### src/rtl/hs_pkg.sv
// -----------------------------------------------------------------------------
// hs_pkg -- shared definitions for the four-phase handshake transmitter.
//   * hs_state_t : transmit FSM states (IDLE, SEND, RELEASE)
//   * DEF_*      : default parameter values used by hs_fifo and cpu_hs_tx
// No ports (package).
// -----------------------------------------------------------------------------
package hs_pkg;

    localparam int DEF_DATA_WIDTH     = 4;
    localparam int DEF_FIFO_DEPTH     = 8;
    localparam int DEF_TIMEOUT_CYCLES = 16;

    typedef enum logic [1:0] {
        IDLE    = 2'd0,
        SEND    = 2'd1,
        RELEASE = 2'd2
    } hs_state_t;

endpackage

### src/rtl/hs_fifo.sv
// -----------------------------------------------------------------------------
// hs_fifo -- synchronous first-in first-out buffer feeding the transmit FSM.
// Ports:
//   clock    in   single clock, rising edge
//   reset    in   synchronous active-high reset (clears pointers and count)
//   wr_valid in   write request
//   wr_data  in   word to enqueue
//   wr_ready out  high while not full
//   pop      in   remove the head word (ignored when empty)
//   rd_data  out  head word (valid when count > 0)
//   count    out  occupancy, 0..FIFO_DEPTH
// -----------------------------------------------------------------------------
module hs_fifo
    import hs_pkg::*;
#(
    parameter int DATA_WIDTH = DEF_DATA_WIDTH,
    parameter int FIFO_DEPTH = DEF_FIFO_DEPTH
) (
    input  logic                          clock,
    input  logic                          reset,
    input  logic                          wr_valid,
    input  logic [DATA_WIDTH-1:0]         wr_data,
    output logic                          wr_ready,
    input  logic                          pop,
    output logic [DATA_WIDTH-1:0]         rd_data,
    output logic [$clog2(FIFO_DEPTH):0]   count
);

    localparam int PTR_W = $clog2(FIFO_DEPTH);
    localparam int CNT_W = PTR_W + 1;

    if (FIFO_DEPTH < 2 || (FIFO_DEPTH & (FIFO_DEPTH - 1)) != 0) begin : g_bad_depth
        $error("hs_fifo: FIFO_DEPTH must be a power of two and at least 2");
    end

    logic [DATA_WIDTH-1:0] mem [FIFO_DEPTH];
    logic [PTR_W-1:0]      wr_ptr;
    logic [PTR_W-1:0]      rd_ptr;
    logic                  push;
    logic                  pop_ok;

    // A write while full is dropped even if a pop frees a slot at the same
    // edge, so acceptance depends only on the current occupancy.
    assign wr_ready = (count != CNT_W'(FIFO_DEPTH));
    assign push     = wr_valid && wr_ready;
    assign pop_ok   = pop && (count != '0);
    assign rd_data  = mem[rd_ptr];

    // NOTE: the storage array has no reset; only pointers and count need a
    // known value, and a resettable array would cost a flop reset per bit.
    always_ff @(posedge clock) begin
        if (push) begin
            mem[wr_ptr] <= wr_data;
        end
    end

    // Pointers are exactly log2(FIFO_DEPTH) bits, so they wrap for free.
    always_ff @(posedge clock) begin
        if (reset) begin
            wr_ptr <= '0;
            rd_ptr <= '0;
            count  <= '0;
        end else begin
            if (push) begin
                wr_ptr <= wr_ptr + 1'b1;
            end
            if (pop_ok) begin
                rd_ptr <= rd_ptr + 1'b1;
            end
            case ({push, pop_ok})
                2'b10:   count <= count + 1'b1;
                2'b01:   count <= count - 1'b1;
                default: count <= count;
            endcase
        end
    end

endmodule

### src/rtl/cpu_hs_tx.sv
// -----------------------------------------------------------------------------
// cpu_hs_tx -- buffered four-phase handshake transmitter.
// Words written by the producer are queued in hs_fifo and presented one at a
// time on tx_dados/tx_send; each word is held until the peripheral raises
// tx_ack, and the next word waits until tx_ack has fallen again.
// Ports:
//   tx_clock     in   single clock, rising edge
//   tx_reset     in   synchronous active-high reset
//   tx_wr_valid  in   producer write request
//   tx_wr_data   in   word to enqueue
//   tx_wr_ready  out  high while the FIFO is not full
//   tx_send      out  high while a word is on the bus
//   tx_dados     out  bus data (keeps the last word after release)
//   tx_ack       in   peripheral receipt acknowledge
//   tx_count     out  FIFO occupancy
//   tx_timeout   out  sticky ack-timeout flag
// Build option: define HS_TX_TIMEOUT_EN to abandon a word after
// TIMEOUT_CYCLES SEND cycles without ack; otherwise tx_timeout is tied low
// and SEND waits indefinitely.
// -----------------------------------------------------------------------------
module cpu_hs_tx
    import hs_pkg::*;
#(
    parameter int DATA_WIDTH     = DEF_DATA_WIDTH,
    parameter int FIFO_DEPTH     = DEF_FIFO_DEPTH,
    parameter int TIMEOUT_CYCLES = DEF_TIMEOUT_CYCLES
) (
    input  logic                          tx_clock,
    input  logic                          tx_reset,
    input  logic                          tx_wr_valid,
    input  logic [DATA_WIDTH-1:0]         tx_wr_data,
    output logic                          tx_wr_ready,
    output logic                          tx_send,
    output logic [DATA_WIDTH-1:0]         tx_dados,
    input  logic                          tx_ack,
    output logic [$clog2(FIFO_DEPTH):0]   tx_count,
    output logic                          tx_timeout
);

    if (TIMEOUT_CYCLES < 1) begin : g_bad_timeout
        $error("cpu_hs_tx: TIMEOUT_CYCLES must be at least 1");
    end

    hs_state_t             state;
    logic [DATA_WIDTH-1:0] head_data;
    logic                  pop;
    logic                  timer_hit;

    // The head word is consumed at the same edge that loads it onto the bus.
    // A held-high ack blocks the next transfer until the peripheral releases.
    assign pop = (state == IDLE) && (tx_count != '0) && !tx_ack;

    hs_fifo #(
        .DATA_WIDTH (DATA_WIDTH),
        .FIFO_DEPTH (FIFO_DEPTH)
    ) u_fifo (
        .clock    (tx_clock),
        .reset    (tx_reset),
        .wr_valid (tx_wr_valid),
        .wr_data  (tx_wr_data),
        .wr_ready (tx_wr_ready),
        .pop      (pop),
        .rd_data  (head_data),
        .count    (tx_count)
    );

`ifdef HS_TX_TIMEOUT_EN
    localparam int TMR_W = $clog2(TIMEOUT_CYCLES + 1);

    logic [TMR_W-1:0] timer;
    logic             timeout_flag;

    // Fires on the TIMEOUT_CYCLES-th SEND edge without ack, so tx_send is
    // high for exactly TIMEOUT_CYCLES cycles before the word is abandoned.
    assign timer_hit = (state == SEND) && !tx_ack &&
                       (timer == TMR_W'(TIMEOUT_CYCLES - 1));

    always_ff @(posedge tx_clock) begin
        if (tx_reset || state != SEND) begin
            timer <= '0;
        end else if (!tx_ack) begin
            timer <= timer + 1'b1;
        end
    end

    always_ff @(posedge tx_clock) begin
        if (tx_reset) begin
            timeout_flag <= 1'b0;
        end else if (timer_hit) begin
            timeout_flag <= 1'b1;
        end
    end

    assign tx_timeout = timeout_flag;
`else
    assign timer_hit  = 1'b0;
    assign tx_timeout = 1'b0;
`endif

    // NOTE: all FSM state and bus outputs are registered with non-blocking
    // assignments so every output changes only at the clock edge.
    always_ff @(posedge tx_clock) begin
        if (tx_reset) begin
            state    <= IDLE;
            tx_send  <= 1'b0;
            tx_dados <= '0;
        end else begin
            case (state)
                IDLE: begin
                    if (pop) begin
                        tx_dados <= head_data;
                        tx_send  <= 1'b1;
                        state    <= SEND;
                    end
                end
                SEND: begin
                    if (tx_ack) begin
                        tx_send <= 1'b0;
                        state   <= RELEASE;
                    end else if (timer_hit) begin
                        tx_send <= 1'b0;
                        state   <= IDLE;
                    end
                end
                RELEASE: begin
                    if (!tx_ack) begin
                        state <= IDLE;
                    end
                end
                default: begin
                    tx_send <= 1'b0;
                    state   <= IDLE;
                end
            endcase
        end
    end

endmodule

### config.mk
export PLATFORM = sky130hd
export DESIGN_NAME = cpu_hs_tx
export DESIGN_NICKNAME = d
export VERILOG_FILES = /design/src/rtl/hs_pkg.sv /design/src/rtl/hs_fifo.sv /design/src/rtl/cpu_hs_tx.sv
export SDC_FILE = /design/constraint.sdc
export NUM_CORES = 1
export LEC_CHECK = 0
export BUFFER_PORTS_ARGS = -buffer_cell sky130_fd_sc_hd__buf_2
export CORE_MARGIN = 2
export CORE_UTILIZATION = 45
export DETAILED_ROUTE_END_ITERATION = 16
export PLACE_DENSITY_LB_ADDON = 0.2
export RECOVER_POWER = 25
export SLEW_MARGIN = 30
export SYNTH_ARGS = -nofsm -noshare
export SYNTH_HDL_FRONTEND = slang
export SYNTH_HIERARCHICAL = 1
export SYNTH_SLANG_ARGS = --single-unit
### constraint.sdc
create_clock -name tx_clock -period 7 [get_ports tx_clock]
set_input_delay 0.35 -clock tx_clock [delete_from_list [all_inputs] [get_ports tx_clock]]
set_output_delay 0.35 -clock tx_clock [all_outputs]
set_load 0.005 [all_outputs]
==> reports/qor.txt <==
Status: finished, final reports clean
Syn Nets: 164
DP HPWL: 2.56 mm
Number of diodes: 0
Post-DP Area: 0.00228 mm²
Setup repair after global routing missed its margin: no
Die width: 73.5 µm
Leak: 0.818 nW
Die Y-Extent: 73.5 µm
# Post-CTS Setup Buffers: 0
Top cells by area in the synthesized netlist: edfxtp_1, dfxtp_1, mux4_2, nand2b_1, ha_1
Most common cell in the synthesized netlist: edfxtp_1
Least-Margin Pin Slew: 709 ps
Slew Limit Fails: 0
First-pass GRT wire length: 5.60 mm
Hold Path Class: input port to flop
Rel. slew slack: 52.4%
FMAX: 0.347 GHz
Post-cts sizing count: 0
Final instance area: 0.00236 mm²
M1 GR Usage: 18.4%
Layout Utilization: 50.3%
Type of origin of the critical path: flop
Die ar.: 0.00540 mm²
Clock Latency Late Sink: 290 ps
Synth warn: 6
GR Layer Usage met2: 23.2%
Root buffer cell: clkbuf_8
GRT busiest layer: met2
# port buffers: 17
Required time of the critical path: 7230 ps
Most frequent cells after synthesis: edfxtp_1, dfxtp_1, nor2_1
Async SR Flop Fraction: 0%
GRT overflow: 0
Met3 usage: 3.98%
GR Util All Layers: 14.3%
Share of the synthesized area in the top cell type: 44.2%
Seq/Total Area, Yosys: 62.7%
H-tree Lvls: 2
DRC viols: 0
Clock slew at reported path FFs: 90 ps
Biggest cell delay along the critical path: 500 ps
Max clock buf depth: 2
Layout cell share with drive strength beyond 1: 23.1%
Post-synth EDFFs: 32
Via density: 5.41
Ys flop type: edfxtp_1
Crit-path slowest cell: dfxtp_1
Initial Util: 46.3%
Area leader, netlist: edfxtp_1
Max Cap Viol: 0
Drt first pass iters: 4
Setup_tns: 0 ps
ANT nets after route: 0
Clock Skews: 5.65 ps
Flops & latches, synth: 52
CP endpoint kind: flop
Yosys cell types: 35
Syn_area_per_cell: 14.4 µm²
Critical path arrival: 3110 ps
Nets: 181
Area Growth Syn to Fin: 8.70%
I/O pins: 19
WL per Instance: 15.6 µm
Post-Syn Instances: 151
Hold Vio Cnt, Final: 0
Core area: 0.00469 mm²
Final GP Congestion: 0.873
VDD IR max: 0.138 mV
Clock sink count: 52
Fin crit period: 2880 ps
Final setup fails: 0
DR vias: 1,207
Critical-path cell list: nor4_1 -> or4_4 -> inv_4 -> o41a_1 -> ha_1 -> xor2_1 -> ha_1 -> a21oi_1 -> xor2_1 -> or3_1 -> a21oi_1
Placed instance count: 215
Initial antenna violation count: 0
CTS tree: built
Pin count of the biggest net entering global routing: 24
Crit Path Category: flop to flop
Mapped Area: 0.00217 mm²
Number of DRC markers in iteration 0: 114
DRT Wirelength: 3.47 mm
Row count: 25
Num CTS Buffers: 5
Final period util: 41.2%
Hold Buf Count CTS: 0
Pwr Density: 303 mW/mm²
Fin cells: 223
Vias in the first global route: 1,159
Largest fanout on the critical path: 10
## placed cells by master (no fill, tap or decap), types with 4 or more instances in the layout
cell type / synthesis / routed
buf_2: 2 / 13
xor2_1: 5 / 5
mux2i_1: 6 / 6
a21oi_1: 4 / 4
edfxtp_1: 32 / 32
nand2b_1: 11 / 11
ha_1: 5 / 5
nand2_1: 5 / 5
clkbuf_1: 2 / 5
mux4_2: 8 / 8
nor2_1: 16 / 16
clkbuf_8: 0 / 5
mux2_2: 5 / 5
dfxtp_1: 20 / 20
## per-stage QoR
step | worst slack (ps) | hold WS, ps | power, mW
floorplan | 4450 | 442 | 0.518
global placement | 4310 | 460 | 0.550
global route | 3880 | 283 | 0.756
CTS | 4140 | 263 | 0.722
detailed placement | 4150 | 464 | 0.560
finish | 4120 | 269 | 0.714
## critical path: cells and delay by family, from the launching register on
kind,cells,cell delay [ps]
AO/OA/AOI/OAI,3,480
flip-flops,1,500
AND/OR/NAND/NOR,3,880
adder cells (fa/ha/maj),2,480
buffers and inverters,1,110
XOR/XNOR,2,360
## routing by layer
metal,vias up,part of all wire (%)
li1,583,-
met1,596,45
met2,22,49
met3,6,4.1
met4,0,1.1
met5,-,0
## path summary, 6_finish.rpt
path,start,end,slack (ps),depth (start not counted)
max,u_fifo/count[1],u_fifo/count[2],4120,11
min,tx_ack,state[0],270,2
max reg2reg,u_fifo/count[1],u_fifo/count[2],4120,11
min reg2reg,tx_dados[2],tx_dados[2],470,2
## report_power, final
group / switching [mW] / internal (mW)
Sequential: 0.0373 / 0.355
Combinational: 0.0738 / 0.0852
Clock: 0.0917 / 0.0712
## registers in the layout, indices dropped and copies added (netlist names), named ones only
signal and flops:
state 2, tx_dados 4, tx_send 1, u_fifo/count 4
u_fifo/mem 32, u_fifo/rd_ptr 3, u_fifo/wr_ptr 3
## kinds of logic after synthesis
group           Yosys count  share of synthesized area, %
flops                    52                          62.7
simple gates             46                          11.5
mux                      19                          13.7
compound gates           12                          3.69
buf+inv                   9                          2.65
xor+xnor                  7                          2.82
fa+ha+maj                 5                          2.88
other cells               1                         0.173
## cell type report
cell class | count | area (µm²)
clock inverters | 2 | 16.3
inverters | 2 | 10.0
repair buffers | 17 | 80.1
flip-flops and latches | 52 | 1360
well taps | 54 | 67.6
fillers | 410 | 2330
multi-input cells | 90 | 753
clock buffers | 6 | 72.6
(Power assumes the default switching activity.)
